File: src/rtl/adc_reader_pkg.sv
// Shared types, default parameters and counter-width helpers for the serial ADC reader.
package adc_reader_pkg;

  // Frame sequencing states.
  typedef enum logic [1:0] {
    IDLE  = 2'd0,
    SETUP = 2'd1,
    SHIFT = 2'd2,
    GAP   = 2'd3
  } state_t;

  localparam int DATA_BITS_DEF = 12;
  localparam int NULL_BITS_DEF = 2;
  localparam int HALF_CYC_DEF  = 2;
  localparam int SETUP_CYC_DEF = 2;
  localparam int GAP_CYC_DEF   = 4;
  localparam int FRAME_BITS    = NULL_BITS_DEF + DATA_BITS_DEF;

  // Total SCLK bit periods in one conversion frame.
  function automatic int frame_bits(input int nulls, input int data);
    return nulls + data;
  endfunction

  // Bits needed to count 0..n-1; never narrower than one bit.
  function automatic int cnt_width(input int n);
    return (n > 1) ? $clog2(n) : 1;
  endfunction

  // Half-period counter counts 0..HALF_CYC-1.
  function automatic int half_cnt_width(input int half_cyc);
    return cnt_width(half_cyc);
  endfunction

  // Bit counter must hold 0..frame so it is sized for frame+1 values.
  function automatic int bit_cnt_width(input int frame);
    return cnt_width(frame + 1);
  endfunction

endpackage

File: src/rtl/adc_serial_reader_sclk_timer.sv
// SCLK generator: counts half periods while enabled and flags the rising edge
// (data capture point) and the end of each high phase (bit boundary).
module adc_sclk_timer
  import adc_reader_pkg::*;
#(
  parameter int HALF_CYC = HALF_CYC_DEF
) (
  input  logic clk,
  input  logic reset,
  input  logic enable,
  output logic sclk,
  output logic rise_tick,
  output logic bit_done
);

  localparam int HW = half_cnt_width(HALF_CYC);

  logic [HW-1:0] half_cnt_reg;
  logic          sclk_reg;
  logic          half_end;

  assign half_end  = (half_cnt_reg == HW'(HALF_CYC - 1));
  // Both strobes describe what the coming edge does: rise = 0->1, done = 1->0.
  assign rise_tick = enable & half_end & ~sclk_reg;
  assign bit_done  = enable & half_end & sclk_reg;
  assign sclk      = sclk_reg;

  // Half-period counter and SCLK toggle; idle low whenever disabled.
  always_ff @(posedge clk) begin
    if (reset || !enable) begin
      half_cnt_reg <= '0;
      sclk_reg     <= 1'b0;
    end else if (half_end) begin
      half_cnt_reg <= '0;
      sclk_reg     <= ~sclk_reg;
    end else begin
      half_cnt_reg <= half_cnt_reg + HW'(1);
    end
  end

endmodule

File: src/rtl/adc_serial_reader.sv
// Master-side reader for a 12-bit serial SAR ADC: frames CS_n/SCLK, shifts in
// null bits plus an MSB-first word and presents it with a one-cycle strobe.
module adc_serial_reader
  import adc_reader_pkg::*;
#(
  parameter int DATA_BITS = DATA_BITS_DEF,
  parameter int NULL_BITS = NULL_BITS_DEF,
  parameter int HALF_CYC  = HALF_CYC_DEF,
  parameter int SETUP_CYC = SETUP_CYC_DEF,
  parameter int GAP_CYC   = GAP_CYC_DEF
) (
  input  logic                 clk,
  input  logic                 reset,
  input  logic                 start,
  input  logic                 continuous,
  output logic                 adc_cs_n,
  output logic                 adc_sclk,
  input  logic                 adc_dout,
  output logic [DATA_BITS-1:0] sample,
  output logic                 sample_valid,
  output logic                 null_err,
  output logic                 busy
);

  localparam int NBITS   = frame_bits(NULL_BITS, DATA_BITS);
  localparam int BW      = bit_cnt_width(NBITS);
  localparam int CYC_MAX = (SETUP_CYC > GAP_CYC) ? SETUP_CYC : GAP_CYC;
  localparam int CW      = cnt_width(CYC_MAX);

  state_t                state_reg, state_next;
  logic [CW-1:0]         cyc_reg, cyc_next;
  logic [BW-1:0]         bit_reg, bit_next;
  logic                  cs_n_reg, cs_n_next;
  logic                  busy_reg, busy_next;
  logic                  valid_reg, valid_next;
  logic                  null_err_reg, null_err_next;
  logic                  null_bit_reg, null_bit_next;
  logic [DATA_BITS-1:0]  shreg_reg, shreg_next;
  logic [DATA_BITS-1:0]  sample_reg, sample_next;

  logic rise_tick;
  logic bit_done;

  adc_sclk_timer #(
    .HALF_CYC (HALF_CYC)
  ) u_sclk_timer (
    .clk       (clk),
    .reset     (reset),
    .enable    (state_reg == SHIFT),
    .sclk      (adc_sclk),
    .rise_tick (rise_tick),
    .bit_done  (bit_done)
  );

  assign adc_cs_n     = cs_n_reg;
  assign busy         = busy_reg;
  assign sample_valid = valid_reg;
  assign null_err     = null_err_reg;
  assign sample       = sample_reg;

  // State and datapath registers; reset aborts any partial frame silently.
  always_ff @(posedge clk) begin
    if (reset) begin
      state_reg    <= IDLE;
      cyc_reg      <= '0;
      bit_reg      <= '0;
      cs_n_reg     <= 1'b1;
      busy_reg     <= 1'b0;
      valid_reg    <= 1'b0;
      null_err_reg <= 1'b0;
      null_bit_reg <= 1'b0;
      shreg_reg    <= '0;
      sample_reg   <= '0;
    end else begin
      state_reg    <= state_next;
      cyc_reg      <= cyc_next;
      bit_reg      <= bit_next;
      cs_n_reg     <= cs_n_next;
      busy_reg     <= busy_next;
      valid_reg    <= valid_next;
      null_err_reg <= null_err_next;
      null_bit_reg <= null_bit_next;
      shreg_reg    <= shreg_next;
      sample_reg   <= sample_next;
    end
  end

  // Frame sequencing, bit capture and result publication.
  always_comb begin
    state_next    = state_reg;
    cyc_next      = cyc_reg;
    bit_next      = bit_reg;
    cs_n_next     = cs_n_reg;
    busy_next     = busy_reg;
    valid_next    = 1'b0;
    null_err_next = null_err_reg;
    null_bit_next = null_bit_reg;
    shreg_next    = shreg_reg;
    sample_next   = sample_reg;

    case (state_reg)
      IDLE: begin
        if (start || continuous) begin
          state_next = SETUP;
          cs_n_next  = 1'b0;
          busy_next  = 1'b1;
          cyc_next   = '0;
        end
      end

      SETUP: begin
        if (cyc_reg == CW'(SETUP_CYC - 1)) begin
          state_next = SHIFT;
          cyc_next   = '0;
        end else begin
          cyc_next = cyc_reg + CW'(1);
        end
      end

      SHIFT: begin
        // Only the last null bit matters; earlier ones are clocked and dropped.
        if (rise_tick) begin
          if (bit_reg < BW'(NULL_BITS)) begin
            if (bit_reg == BW'(NULL_BITS - 1)) begin
              null_bit_next = adc_dout;
            end
          end else begin
            shreg_next = {shreg_reg[DATA_BITS-2:0], adc_dout};
          end
        end
        if (bit_done) begin
          if (bit_reg == BW'(NBITS - 1)) begin
            bit_next      = '0;
            state_next    = GAP;
            cs_n_next     = 1'b1;
            sample_next   = shreg_reg;
            valid_next    = 1'b1;
            null_err_next = null_bit_reg;
            cyc_next      = '0;
          end else begin
            bit_next = bit_reg + BW'(1);
          end
        end
      end

      GAP: begin
        if (cyc_reg == CW'(GAP_CYC - 1)) begin
          cyc_next = '0;
          if (continuous) begin
            state_next = SETUP;
            cs_n_next  = 1'b0;
          end else begin
            state_next = IDLE;
            busy_next  = 1'b0;
          end
        end else begin
          cyc_next = cyc_reg + CW'(1);
        end
      end

      default: begin
        state_next = IDLE;
      end
    endcase
  end

endmodule

File: config.mk
export PLATFORM = sky130hd
export DESIGN_NAME = adc_serial_reader
export DESIGN_NICKNAME = d
export VERILOG_FILES = /design/src/rtl/adc_reader_pkg.sv /design/src/rtl/adc_serial_reader_sclk_timer.sv /design/src/rtl/adc_serial_reader.sv
export SDC_FILE = /design/constraint.sdc
export NUM_CORES = 1
export LEC_CHECK = 0
export ABC_CLOCK_PERIOD_IN_PS = 3700
export CORE_UTILIZATION = 55
export DETAILED_ROUTE_END_ITERATION = 7
export GPL_TIMING_DRIVEN = 0
export PLACE_DENSITY = 0.9
export SLEW_MARGIN = 0
export SYNTH_ARGS = -nofsm -noshare
export SYNTH_HDL_FRONTEND = slang
export SYNTH_SLANG_ARGS = --single-unit
File: constraint.sdc
create_clock -name clk -period 3.7 [get_ports clk]
set_clock_uncertainty 0.1 [all_clocks]
set_input_delay 0.555 -clock clk [delete_from_list [all_inputs] [get_ports clk]]
set_output_delay 0.555 -clock clk [all_outputs]
set_load 0.02 [all_outputs]
==> results.cfg, run 1 <==
[worst_setup_path]
ff2ff_setup_slack_ns = 1.48
arrival_ns = 2.37
crit_path_top_delay_cell = a2111oi_0
r2r_cells = 6
end_kind = register
critPathKind = register to register
crit_chain = inv_1 -> ha_1 -> nor3b_2 -> a2111oi_0 -> nand2b_1 -> a221o_1
cp.required_ns = 3.85
critPathLaunchType = register
slowest_delay_ns = 0.57
worstPathMaxFanout = 8

[flow_run]
maxCapViolCount = 0

[synthesis]
synth-main-ff-cell = dfxtp_1
synth.avg_cell_area_um2 = 9.958
async_reset_ff_share_pct = 0
seq_area_frac_synth_pct = 46.39
ys_warn_count = 0
syn_area_um2 = 1683
synth_edf_count = 0
synth-seq-cells = 39
syn_inst = 169
synth_cell_types = 32
syn_nets = 183

[power_and_ir_drop]
max-vdd-ir-drop_v = 0.0003050
leakagePower_nw = 0.7386
power_mw = 0.9396
powerDensity_nw_per_um2 = 471.4

[die]
fp.dieH_um = 57.32
num_rows = 19
die_area_um2 = 3285
die_w_um = 57.32
core_um2 = 2829
io_pins = 22
start_util_pct = 59.49

[timing]
layout_min_cycle_time_ns = 2.224
finalCritPeriodShare_pct = 60.12
max_freq_mhz = 449.6
drv_slew = 0
tns_ns = 0
rsz0062_at_grt = no
worstMarginPinSlew_ns = 0.6022
relSlewSlack_pct = 58.82
hold_slack_ns = 0.3878
setup_viol = 0
finalHoldViolCount = 0

[placed_design]
io_buffer_count = 21
dp.cells = 221
dp_hpwl_um = 2436
finalWeightedCongestion = 0.8313

[worst_hold_path]
min_path_cells = 2
hold_path_class = register to register

[clock_tree]
numCtsBuffers = 5
h-tree-depth = 2
path_clk_slew_ns = 0.13
cts_resized = 0
cts_hold_buf = 0
cts_tree = built
insertion_delay_ns = 0.34
cts_setup_buffers = 0
clockBufferDepth = 2
cts_root_buf = clkbuf_4
cts.sinks = 39

[final_layout]
n_antenna_cell = 0
synthToLayoutAreaGrowth_pct = 18.44
nNetsFinal = 211
drive_gt1_share_pct = 8.081
instances_no_fill = 229

[global_routing]
grt_pass1_vias = 1310
antenna_found_initial = 0
grt_pass1_wl_um = 5720
grt_max_degree = 15
overflow = 0
track_usage_pct = 22.36

[status]
outcome = finished, violations left
violations = DRC

[detailed_routing]
wl_per_cell_um = 14.58
post-route-drc-count = 1
drtIter0Drc = 61
routed_wl_um = 3338
dr.pass1.iters = 8
viasPerCell = 5.721
vias = 1310
ant_nets = 0
synthesized netlist by cell type, drive strengths merged, types with 4 or more instances:
| library cell | n | area, µm² |
|---|---|---|
| dfxtp | 39 | 780.8 |
| ha | 9 | 112.6 |
| inv | 8 | 30.03 |
| mux2i | 28 | 280.3 |
| nand2b | 4 | 25.02 |
| nor3 | 4 | 20.02 |
| nor2 | 33 | 126.4 |
| a21oi | 8 | 40.04 |
| clkbuf | 5 | 18.77 |
| o21ai | 4 | 20.02 |
final cells by class:
| type | instances | area (µm²) |
|---|---|---|
| inverter | 8 | 30.03 |
| tap | 31 | 38.79 |
| clock inverter | 3 | 23.77 |
| clock buffer | 5 | 37.54 |
| buffer | 7 | 33.78 |
| timing repair buffer | 21 | 210.2 |
| sequential | 39 | 780.7 |
| multi-input combinational | 115 | 838.3 |
| fill | 211 | 835.8 |
critical path, delay by kind of cell, from the launching register on:
kind	cells	cell delay, ns
flip-flops	1	0.43
AO/OA/AOI/OAI	2	0.87
buffers and inverters	1	0.13
adder cells (fa/ha/maj)	1	0.26
AND/OR/NAND/NOR	2	0.35
per-stage QoR:
step                setup slack, ns  utilization (%)  cell area (µm²)
finish                        1.476            70.46             1993
global route                  1.371            70.46             1993
CTS                           1.483            70.46             1993
detailed placement            1.284            68.29             1932
global placement              1.370            68.29             1932
floorplan                     1.770                -             1683
path summary, 6_finish.rpt:
path | startpoint | to
worst max-delay path | state_reg[0]$_SDFFE_PP0P_ | adc_cs_n$_SDFFE_PP1P_
worst min-delay path | busy$_SDFFE_PP0P_ | busy$_SDFFE_PP0P_
worst max register to register | state_reg[0]$_SDFFE_PP0P_ | adc_cs_n$_SDFFE_PP1P_
worst min register to register | busy$_SDFFE_PP0P_ | busy$_SDFFE_PP0P_
power breakdown:
part           internal, mW  switching (mW)
logic                 0.110           0.129
clock network        0.0762           0.152
registers             0.444          0.0277
total                 0.630           0.309
cells in the final DEF (no fill, tap or decap), types with 2 or more instances in the layout:
master,count
buf_4,2
nand3_1,2
nand2b_1,4
ha_1,9
mux2i_1,28
o21ai_0,4
and3b_1,2
xnor2_1,2
dfxtp_1,39
inv_1,8
a211oi_1,2
or4_1,2
clkbuf_1,5
clkinvlp_4,2
clkbuf_4,5
nor2_1,32
a21oi_1,8
clkdlybuf4s50_1,21
nor3_1,4
cell families (layout without fill, tap and decap cells):
| kind of cell | Yosys count | in the layout | synth area share, % |
|---|---|---|---|
| simple gates | 54 | 54 | 16.43 |
| buf+inv | 15 | 44 | 3.792 |
| fa+ha+maj | 9 | 9 | 6.692 |
| flops | 39 | 39 | 46.39 |
| mux | 28 | 28 | 16.65 |
| xor+xnor | 2 | 2 | 1.041 |
| compound gates | 22 | 22 | 8.997 |
routing by layer:
layer	vias up	routed length, µm	track usage, %
li1	636	-	-
met1	641	1460	27.08
met2	25	1726	38.66
met3	8	94	4.989
met4	0	56	8.711
met5	-	0	0
Power figures use the tool's default switching activity.
==> run 2, diff against run 1 <==
--- a/config.mk
+++ b/config.mk
@@ -5,11 +5,11 @@
 export SDC_FILE = /design/constraint.sdc
 export NUM_CORES = 1
 export LEC_CHECK = 0
-export ABC_CLOCK_PERIOD_IN_PS = 3700
-export CORE_UTILIZATION = 55
+export ABC_CLOCK_PERIOD_IN_PS = 1800
+export CORE_UTILIZATION = 48
 export DETAILED_ROUTE_END_ITERATION = 7
 export GPL_TIMING_DRIVEN = 0
-export PLACE_DENSITY = 0.9
+export PLACE_DENSITY = 0.84
 export SLEW_MARGIN = 0
 export SYNTH_ARGS = -nofsm -noshare
 export SYNTH_HDL_FRONTEND = slang
==> constraint.sdc (replaced) <==
create_clock -name clk -period 1.8 [get_ports clk]
set_clock_uncertainty 0.1 [all_clocks]
set_input_delay 0.27 -clock clk [delete_from_list [all_inputs] [get_ports clk]]
set_output_delay 0.27 -clock clk [all_outputs]
set_load 0.02 [all_outputs]
==> run 2 against run 1 <==
  * The run ends with setup timing left
  * Clock power increased by 98%
  * Non-clock buffer count increased by 12
  * Flip-flop and latch count unchanged
  * Setup slack got worse by 1.5 ns
  * Total power increased by 140%
  * Critical path type unchanged
  * Critical endpoint is now cyc_reg[1]$_SDFFE_PP0P_
  * Largest cell class unchanged
  * Largest power group unchanged
  * Highest routed layer unchanged
==> results.cfg, run 2 (synthesis results as in run 1) <==
[status]
outcome = finished, violations left
violations = setup timing

[worst_setup_path]
cp.required_ns = 2.00
end_kind = register
slowest_delay_ns = 0.52
worstPathMaxFanout = 6
crit_path_top_delay_cell = or4_1
critPathKind = register to register
critPathLaunchType = register
crit_chain = buf_6 -> ha_4 -> nand3_1 -> o21a_4 -> or4_1 -> a21oi_1
arrival_ns = 2.03

[global_routing]
overflow = 0
grt_pass1_vias = 1221
grt_max_degree = 13
grt_pass1_wl_um = 5306
antenna_found_initial = 0
track_usage_pct = 19.48

[clock_tree]
insertion_delay_ns = 0.36
clockBufferDepth = 2
cts_root_buf = clkbuf_4
h-tree-depth = 2
cts.sinks = 39
cts_hold_buf = 0
numCtsBuffers = 5
cts_tree = built
path_clk_slew_ns = 0.11

[timing]
setup_viol = 3
worst_slack_ns = -0.03027
layout_min_cycle_time_ns = 1.830
finalHoldViolCount = 0
drv_slew = 0
finalCritPeriodShare_pct = 101.7
tns_ns = -0.06132
worstMarginPinSlew_ns = 0.5260
rsz0062_at_grt = yes
hold_slack_ns = 0.3843
max_freq_mhz = 546.4
relSlewSlack_pct = 64.93

[die]
io_pins = 22
core_um2 = 3337
die_w_um = 61.21
fp.dieH_um = 61.21
die_area_um2 = 3747
num_rows = 21
start_util_pct = 50.43

[placed_design]
io_buffer_count = 21
dp_slack_ns = -0.2473
dp.cells = 236
finalWeightedCongestion = 0.8381
dp_hpwl_um = 1994
placed_area_um2 = 1969

[detailed_routing]
drtIter0Drc = 87
vias = 1397
viasPerCell = 5.457
ant_nets = 0
routed_wl_um = 3909
dr.pass1.iters = 4
post-route-drc-count = 0
wl_per_cell_um = 15.27

[power_and_ir_drop]
max-vdd-ir-drop_v = 0.0006538
powerDensity_nw_per_um2 = 1001
power_mw = 2.263
leakagePower_nw = 0.8419

[final_layout]
drive_gt1_share_pct = 22.38
instances_no_fill = 256
post-route-util_pct = 67.72
fin_area_um2 = 2260
synthToLayoutAreaGrowth_pct = 34.28
n_antenna_cell = 0
nNetsFinal = 223
layout_commonest_cell = dfxtp_1
layout_common_cells = dfxtp_1 (36), nor2_1 (31), mux2i_1 (28)

[worst_hold_path]
hold_path_class = register to register

[flow_run]
maxCapViolCount = 0
run 2: changes by cell type in the layout (fill, tap and decap cells not counted), sizes merged:
cell and delta:
buf +12, clkbuf +1, clkdlybuf4s50 -1, clkinv +1, clkinvlp -1, dlymetal6s2s +1, inv -1
run 2: worst paths after layout:
| path | from | end | slack, ns | depth (start not counted) |
|---|---|---|---|---|
| setup / recovery | state_reg[1]$_SDFFE_PP0P_ | cyc_reg[1]$_SDFFE_PP0P_ | -0.03 | 6 |
| setup reg to reg | state_reg[1]$_SDFFE_PP0P_ | cyc_reg[1]$_SDFFE_PP0P_ | -0.03 | 6 |
| hold reg to reg | busy$_SDFFE_PP0P_ | busy$_SDFFE_PP0P_ | 0.38 | 2 |
| hold / removal | busy$_SDFFE_PP0P_ | busy$_SDFFE_PP0P_ | 0.38 | 2 |
run 2: worst max-delay path, delay by kind of cell (launching register included):
kind	cells	cell delay, ns
flops	1	0.41
simple gates	2	0.63
buf+inv	1	0.12
compound gates	2	0.38
fa+ha+maj	1	0.14
run 2: routing by layer:
metal | vias up | share of wire, % | routed length (µm) | track usage [%]
li1 | 662 | - | - | -
met1 | 686 | 43 | 1689 | 24.28
met2 | 35 | 51 | 1975 | 30.90
met3 | 14 | 3.3 | 128 | 3.992
met4 | 0 | 2.9 | 115 | 12.01
met5 | - | 0 | 0 | 0
run 2: what timing repair did:
action | 4_1_cts | 5_1_grt
setup buffers | 5 | 7
cloned | 1 | 1
endpoints found under the setup margin | 24 | 28
pin swaps | 3 | 9
resized for setup | 8 | 26
run 2: area by class of cell:
cell class | count | area (µm²)
Fill cell | 263 | 1077
Multi-Input combinational cell | 115 | 940.9
Sequential cell | 39 | 789.5
Timing Repair Buffer | 34 | 339.1
Tap cell | 46 | 57.56
Clock buffer | 6 | 41.29
Buffer | 6 | 41.29
Inverter | 8 | 37.54
Clock inverter | 2 | 12.51
run 2: where the power goes:
group          internal (mW)  switching, mW
combinational          0.425          0.395
clock                  0.151          0.302
sequential             0.925         0.0662
total                   1.50          0.763
==> run 3, diff against run 2 <==
--- a/config.mk
+++ b/config.mk
@@ -6,10 +6,10 @@
 export NUM_CORES = 1
 export LEC_CHECK = 0
 export ABC_CLOCK_PERIOD_IN_PS = 1800
-export CORE_UTILIZATION = 48
+export CORE_UTILIZATION = 45
 export DETAILED_ROUTE_END_ITERATION = 7
 export GPL_TIMING_DRIVEN = 0
-export PLACE_DENSITY = 0.84
+export PLACE_DENSITY = 0.8
 export SLEW_MARGIN = 0
 export SYNTH_ARGS = -nofsm -noshare
 export SYNTH_HDL_FRONTEND = slang
==> run 3 against run 2 <==
  * The flow still finishes with violations (setup timing)
  * Cell count decreased by 0.78%
  * Register-to-register slack improved by 0.02 ns
  * Wire length fell by 12%
  * Combinational power is 15% lower
  * First-iteration DRC count grew 26%
  * Worst hold slack worse by 0.011 ns
  * Setup slack improved by 0.018 ns
  * Via count shrank 7.4%
  * Non-clock buffer count shrank 2
==> results.cfg, run 3 (synthesis results as in run 1) <==
[status]
outcome = finished, violations left
violations = setup timing

[detailed_routing]
dr.pass1.iters = 4
vias = 1294
wl_per_cell_um = 13.59
post-route-drc-count = 0
drtIter0Drc = 110
ant_nets = 0
routed_wl_um = 3453
viasPerCell = 5.094

[die]
die_w_um = 63.16
die_area_um2 = 3989
start_util_pct = 48.52
io_pins = 22
num_rows = 21
fp.dieH_um = 63.16
core_um2 = 3468

[final_layout]
n_antenna_cell = 0
fill_cells = 266
multi_input_area_um2 = 917.1
layout_commonest_cell = dfxtp_1
synthToLayoutAreaGrowth_pct = 34.72
drive_gt1_share_pct = 19.71
nNetsFinal = 221
regArea_um2 = 788.3
layout_common_cells = dfxtp_1 (37), nor2_1 (31), mux2i_1 (28)
instances_no_fill = 254

[timing]
hold_slack_ns = 0.3733
tns_ns = -0.03934
worst_slack_ns = -0.01222
finalHoldViolCount = 0
drv_slew = 0
finalCritPeriodShare_pct = 100.7
relSlewSlack_pct = 65.90
rsz0062_at_grt = yes
layout_min_cycle_time_ns = 1.812
worstMarginPinSlew_ns = 0.5114
max_freq_mhz = 551.8
setup_viol = 5

[worst_setup_path]
crit_chain = buf_6 -> ha_4 -> nand4_1 -> nor2_4 -> clkbuf_16 -> mux2i_1 -> nor2_1
cp.required_ns = 1.86
r2r-end = sample[4]$_SDFFE_PP0P_
ff2ff_setup_slack_ns = -0.01
end_kind = register
r2r_cells = 7
critPathLaunchType = register
slowest_delay_ns = 0.41
crit_family = simple AND/OR/NAND/NOR gates
worstPathBufferInverterCount = 2
r2r_start = state_reg[1]$_SDFFE_PP0P_
worstPathMaxFanout = 6
critPathKind = register to register
arrival_ns = 1.88
crit_path_top_delay_cell = dfxtp_4

[placed_design]
dp_slack_ns = -0.2357
io_buffer_count = 21
finalWeightedCongestion = 0.8316
dp_hpwl_um = 1999
dp.cells = 236

[global_routing]
overflow = 0
grt_pass1_vias = 1184
grt_max_degree = 13
grtUsageMet2_pct = 26.75
grt_pass1_wl_um = 5520
use_met3_pct = 5.435
track_usage_pct = 17.89
grtUsageMet1_pct = 23.79
antenna_found_initial = 0
busiest_layer = met2

[worst_hold_path]
min_to = busy$_SDFFE_PP0P_
min_path_cells = 2
min_from = busy$_SDFFE_PP0P_
hold_path_class = register to register

[clock_tree]
cts_tree = built
insertion_delay_ns = 0.29
numCtsBuffers = 5
cts.sinks = 39
h-tree-depth = 2
clockBufferDepth = 2
cts_root_buf = clkbuf_8
path_clk_slew_ns = 0.08

[power_and_ir_drop]
leakagePower_nw = 0.8378
power_mw = 2.351
powerDensity_nw_per_um2 = 1037
max-vdd-ir-drop_v = 0.0006189

[flow_run]
maxCapViolCount = 0
run 3: changes by cell type in the layout (fill, tap and decap cells not counted), sizes merged:
cell / before / now
buf: 14 / 12
clkbuf: 11 / 12
clkdlybuf4s50: 20 / 21
dlymetal6s2s: 1 / 0
clkinv: 1 / 0
run 3: worst max path at each step:
stage / startpoint / to / cells past startpoint
after global placement: continuous / cyc_reg[0]$_SDFFE_PP0P_ / 5
after floorplan: state_reg[0]$_SDFFE_PP0P_ / state_reg[0]$_SDFFE_PP0P_ / 6
after global routing: state_reg[1]$_SDFFE_PP0P_ / sample[7]$_SDFFE_PP0P_ / 7
after detailed placement: state_reg[0]$_SDFFE_PP0P_ / sample[6]$_SDFFE_PP0P_ / 7
after CTS: state_reg[1]$_SDFFE_PP0P_ / state_reg[0]$_SDFFE_PP0P_ / 5
final: state_reg[1]$_SDFFE_PP0P_ / sample[4]$_SDFFE_PP0P_ / 7
run 3: repair_timing:
| action | 4_1_cts | 5_1_grt |
|---|---|---|
| endpoints found under the setup margin | 24 | 26 |
| hold buffers | 0 | 0 |
| gates cloned | 0 | 1 |
| setup buffers | 5 | 5 |
| resized for setup | 11 | 15 |
| pin swaps | 4 | 5 |
run 3: power by group:
| part | internal [mW] | switching, mW | total, mW |
|---|---|---|---|
| sequential | 0.925 | 0.0732 | 0.998 |
| clock | 0.349 | 0.312 | 0.660 |
| combinational | 0.364 | 0.330 | 0.693 |
run 3: tightest hold or removal path, delay by kind of cell, from the launching register on:
| kind | cells | cell delay, ns |
|---|---|---|
| flip-flops | 1 | 0.31 |
| AO/OA/AOI/OAI | 2 | 0.12 |
run 3: routing by layer:
layer / wire length [µm] / vias up
li1: - / 660
met4: 57 / 0
met1: 1731 / 605
met5: 0 / -
met3: 95 / 6
met2: 1569 / 23
run 3: metrics by stage:
| stage | utilization (%) | area, µm² |
|---|---|---|
| 2_1_floorplan | - | 1702 |
| 5_1_grt | 65.37 | 2267 |
| 3_5_place_dp | 56.78 | 1969 |
| 3_3_place_gp | 56.78 | 1969 |
| 6_report | 65.37 | 2267 |
| 4_1_cts | 62.09 | 2153 |
run 3: layout make-up:
| class | count | area share, % |
|---|---|---|
| multi-input cells | 115 | 40.45 |
| clock inverters | 1 | 0.3311 |
| clock buffers | 7 | 4.249 |
| flip-flops and latches | 39 | 34.77 |
| well taps | 46 | 2.539 |
| plain buffers | 6 | 2.042 |
| inverters | 8 | 1.766 |
| repair buffers | 32 | 13.85 |
